$ cat src/rtl/euler1_pkg.sv
// Shared types and constants for the Euler-1 run controller and its slice gatherer.
package euler1_pkg;

  localparam int SLICE_W    = 6;
  localparam int NUM_SLICES = 3;
  localparam int RESULT_W   = SLICE_W * NUM_SLICES;

  localparam logic [RESULT_W-1:0] EXPECTED_RESULT = 18'd233168;

  typedef enum logic [2:0] {
    IDLE,
    RESET_DUT,
    WAIT_VALID,
    READ,
    DONE
  } state_t;

endpackage

$ cat src/rtl/euler1_slice_gather.sv
// Steps the core's slice mux, holds each select for SETTLE cycles and inserts
// the presented slice into the assembled result word.
module euler1_slice_gather
  import euler1_pkg::*;
#(
  parameter int SETTLE = 1
) (
  input  logic                clk,
  input  logic                rst,
  input  logic                clear,
  input  logic                load,
  input  logic                step,
  input  logic                finish,
  input  logic [SLICE_W-1:0]  slice,
  output logic [1:0]          mux_sel,
  output logic [RESULT_W-1:0] result,
  output logic                last
);

  localparam int SET_W = (SETTLE > 1) ? $clog2(SETTLE) : 1;

  logic [SET_W-1:0] settle_cnt;
  logic             capture;

  assign capture = step && (settle_cnt == SET_W'(SETTLE - 1));
  assign last    = capture && (mux_sel == 2'(NUM_SLICES - 1));

  // The select is held on the final slice through DONE and only returns to 0 when DONE exits.
  always_ff @(posedge clk or posedge rst) begin
    if (rst) begin
      mux_sel    <= '0;
      settle_cnt <= '0;
      result     <= '0;
    end else begin
      if (clear) begin
        result <= '0;
      end
      if (load || finish) begin
        mux_sel    <= '0;
        settle_cnt <= '0;
      end else if (step) begin
        if (capture) begin
          for (int i = 0; i < NUM_SLICES; i++) begin
            if (mux_sel == 2'(i)) begin
              result[i*SLICE_W +: SLICE_W] <= slice;
            end
          end
          settle_cnt <= '0;
          if (!last) begin
            mux_sel <= mux_sel + 2'd1;
          end
        end else begin
          settle_cnt <= settle_cnt + SET_W'(1);
        end
      end
    end
  end

endmodule

$ cat src/rtl/euler1_run_ctrl.sv
// Run sequencer for the Euler-1 core: pulses the core reset, waits for valid
// with a timeout, gathers the result slices and reports with a done pulse.
module euler1_run_ctrl
  import euler1_pkg::*;
#(
  parameter int RST_CYCLES = 1,
  parameter int TIMEOUT    = 600,
  parameter int SETTLE     = 1
) (
  input  logic                clk,
  input  logic                rst,
  input  logic                start,
  output logic                busy,
  output logic                done,
  output logic                timeout_err,
  output logic [RESULT_W-1:0] result,
  output logic                dut_rst,
  output logic [1:0]          mux_sel,
  input  logic                dut_valid,
  input  logic [SLICE_W-1:0]  dut_slice
);

  localparam int CNT_MAX = (TIMEOUT > RST_CYCLES) ? TIMEOUT : RST_CYCLES;
  localparam int CNT_W   = (CNT_MAX > 1) ? $clog2(CNT_MAX) : 1;

  state_t           state;
  logic [CNT_W-1:0] cnt;
  logic             accept;
  logic             last_slice;

  assign accept = (state == IDLE) && start;

  // The core stays in reset whenever the controller itself is in reset.
  assign dut_rst = rst | (state == RESET_DUT);

  euler1_slice_gather #(
    .SETTLE (SETTLE)
  ) u_gather (
    .clk     (clk),
    .rst     (rst),
    .clear   (accept),
    .load    ((state == WAIT_VALID) && dut_valid),
    .step    (state == READ),
    .finish  (state == DONE),
    .slice   (dut_slice),
    .mux_sel (mux_sel),
    .result  (result),
    .last    (last_slice)
  );

  always_ff @(posedge clk or posedge rst) begin
    if (rst) begin
      state       <= IDLE;
      cnt         <= '0;
      busy        <= 1'b0;
      done        <= 1'b0;
      timeout_err <= 1'b0;
    end else begin
      done <= 1'b0;
      case (state)
        IDLE: begin
          if (start) begin
            state       <= RESET_DUT;
            busy        <= 1'b1;
            timeout_err <= 1'b0;
            cnt         <= '0;
          end
        end
        RESET_DUT: begin
          if (cnt == CNT_W'(RST_CYCLES - 1)) begin
            state <= WAIT_VALID;
            cnt   <= '0;
          end else begin
            cnt <= cnt + CNT_W'(1);
          end
        end
        // Valid wins over the timeout so a late valid on the final cycle still succeeds.
        WAIT_VALID: begin
          if (dut_valid) begin
            state <= READ;
          end else if (cnt == CNT_W'(TIMEOUT - 1)) begin
            state       <= DONE;
            timeout_err <= 1'b1;
            done        <= 1'b1;
          end else begin
            cnt <= cnt + CNT_W'(1);
          end
        end
        READ: begin
          if (last_slice) begin
            state <= DONE;
            done  <= 1'b1;
          end
        end
        DONE: begin
          state <= IDLE;
          busy  <= 1'b0;
        end
        default: begin
          state <= IDLE;
          busy  <= 1'b0;
        end
      endcase
    end
  end

endmodule

$ cat config.mk
export PLATFORM = sky130hd
export DESIGN_NAME = euler1_run_ctrl
export DESIGN_NICKNAME = d
export VERILOG_FILES = /design/src/rtl/euler1_pkg.sv /design/src/rtl/euler1_slice_gather.sv /design/src/rtl/euler1_run_ctrl.sv
export SDC_FILE = /design/constraint.sdc
export NUM_CORES = 1
export LEC_CHECK = 0
export ABC_AREA = 1
export BUFFER_PORTS_ARGS = -buffer_cell sky130_fd_sc_hd__buf_2
export CAP_MARGIN = 20
export CORE_ASPECT_RATIO = 0.5
export CORE_MARGIN = 8
export CORE_UTILIZATION = 50
export DETAILED_ROUTE_END_ITERATION = 8
export PLACE_DENSITY = 0.81
export SLEW_MARGIN = 30
export SYNTH_ARGS = -nofsm -noshare
export SYNTH_HDL_FRONTEND = slang
export SYNTH_SLANG_ARGS = --single-unit
$ cat constraint.sdc
create_clock -name clk -period 4.47 [get_ports clk]
set_input_delay 0.447 -clock clk [delete_from_list [all_inputs] [get_ports clk]]
set_output_delay 0.447 -clock clk [all_outputs]
set_load 0.005 [all_outputs]
==> reports/summary.txt <==
Result of the run: finished clean
Worst setup startpoint: state[1]
FP Rows: 16
H-tree lvl count: 2
Setup tns final: 0 ps
Hold Violations, Final: 0
Synth area leader: dfrtp_1
Slew Viols, Final: 0
Tmin final: 2030 ps
Critical path's slowest cell: dfrtp_1
First-pass DRT Iterations: 4
WHS: 252 ps
Worst path arrival time: 1580 ps
Clock transition at path regs: 70 ps
CP Capture Type: output pin
Critical path fanouts, max: 10
Syn_nets: 268
Ys Warns: 0
Dominant cell by count in the synthesized netlist: nand2_1
DR vias/cell: 5.11
FILL cells: 343
Reg-to-reg critical path startpoint: cnt[0]
Power consumption: 0.00127 W
Peak supply drop: 0.193 mV
WS Path Type: flip-flop to output pin
Post-Synthesis Cells: 253
DR vias: 1748
Initial antenna violation count: 0
Pwr per Cell Area: 561 nW/um^2
Layout Nets: 303
Share of the synthesized area in the top cell type: 47.2%
DRC errors left: 0
DIE HEIGHT: 60.3 um
#FFs+latches synth: 37
Synthesized area per cell: 7.75 um^2
Clock Skews: 3.84 ps
CP endpoint: dut_rst
Synth Flop Type: dfrtp_1
Worst skew pair latency: 290 ps
Drt wl/cell: 12.8 um
Final worst path period share: 45.4%
Largest net degree at the start of global routing: 39
HPWL after DPL: 3.24 mm
Core Area: 3820 um^2
Post-cts repair resize count: 0
CTS tree: yes
R2R depth: 8
Setup slack, reg-to-reg: 2690 ps
Sequential element share of the synthesized area: 47.2%
PortBufs: 33
GRT Residual Overflow: 0
Synth area leaders: dfrtp_1, nand2_1, nand3_1
Setup violations, final: 0
GRT Resource Usage Total: 15.0%
FF-to-FF End: cnt[3]
Starting Density: 51.3%
Root Buffer: clkbuf_8
Worst Max-Slew Pin Slew: 473 ps
Area delta synth->final: 15.0%
Critical Path RT: 4020 ps
Crit path cell chain: inv_1 -> nand2_2 -> nor2_2 -> inv_2 -> nand2_1 -> buf_2
CP Launch Type: flip-flop
Vias in the first global route: 1768
Wire length of the first global-routing pass: 7.64 mm
Setup bufs post-CTS: 0
Antenna viol nets, final: 0
Total of max-cap violations: 0
Die area: 6300 um^2
Ys async rst share: 100%
Unrepaired setup endpoints after global routing: no
Number of diodes: 0
LEAKAGE: 1.24 nW
# clock sinks: 37
Crit-path max cell delay: 430 ps
RePlAce Congestion: 0.870
Final wirelength: 4.39 mm
Area of the mapped netlist: 1960 um^2
CTS max path bufs: 2
Layout cells sized above 1: 19.1%
DIE WIDTH: 105 um
I/O pin count: 34
Synth cell count leaders: nand2_1, dfrtp_1, nand3_1
Fmax: 493 MHz
TritonCTS Buffers: 5
# hold bufs at CTS: 0
Detailed Route Iter0 Violations: 73
Min-delay worst type: input pin to asynchronous set/reset pin
Post-synth EDFFs: 0
Synth cell types: 30
Relative slew slack: 68.4%
==> metal layers <==
metal / up-vias / share of wire, % / global-route usage [%] / wire (um)
met5: - / 0 / 0 / 0
met4: 0 / 2.1 / 7.33 / 93
met3: 11 / 5.5 / 4.41 / 243
met2: 48 / 51 / 28.4 / 2250
met1: 809 / 41 / 15.2 / 1810
li1: 880 / - / - / -
==> sequential cells by signal, summed over array words and instances (netlist names) <==
register	count
u_gather.result	18
cnt	10
state	3
u_gather.mux_sel	2
busy	1
done	1
timeout_err	1
u_gather.settle_cnt	1
==> cell usage in the layout, fill, tap and decap left out, types with 4 or more instances in the layout <==
cell type and instances:
nand3_1 33, o21ai_0 14, nor2_1 19, dfrtp_1 37, buf_2 33, nand2_1 76
o21ai_1 6, ha_1 5, inv_1 25, nand2_2 4, clkbuf_8 6
==> logic make-up (layout without fill, tap and decap cells) <==
kind of cell | Yosys count | in the layout | synth area share [%]
xor+xnor | 2 | 2 | 0.894
simple gates | 143 | 143 | 32.2
flops | 37 | 37 | 47.2
compound gates | 32 | 32 | 9.32
buf+inv | 34 | 69 | 7.21
fa+ha+maj | 5 | 5 | 3.19
==> how the worst min path moves through the flow <==
stage | to
floorplan | busy
global placement | busy
detailed placement | busy
CTS | cnt[8]
global route | cnt[8]
finish | cnt[7]
==> area by class of cell <==
class                           instances  area (um^2)  share of cell area [%]
Sequential cell                        37          926                    41.1
Multi-Input combinational cell        182          893                    39.6
Timing Repair Buffer                   34          173                    7.66
Inverter                               28          105                    4.66
Clock buffer                            6         82.6                    3.66
Tap cell                               54         67.6                    3.00
Clock inverter                          1         7.51                   0.333
==> power breakdown <==
group	total [W]	switching, W	internal, W
Combinational	0.000519	0.000337	0.000183
Clock	0.000238	0.000117	0.000122
Sequential	0.000507	0.0000720	0.000435
Total	0.00127	0.000525	0.000740
==> stage by stage <==
stage                     setup slack (ps)  area (um^2)  util, %  cells
final                                 2440         2250     59.0    342
after global routing                  2280         2250     59.0    342
after CTS                             2420         2250     59.0    342
after detailed placement              2740         2160     56.6    335
after global placement                2790         2160     56.6    335
after floorplan                       2630         1960        -    253
==> worst max-delay path, delay by kind of cell, from the launching register on <==
| family | cells | cell delay [ps] |
|---|---|---|
| AND/OR/NAND/NOR | 3 | 550 |
| buffers and inverters | 3 | 320 |
| flip-flops | 1 | 430 |
Power figures use the tool's default switching activity.
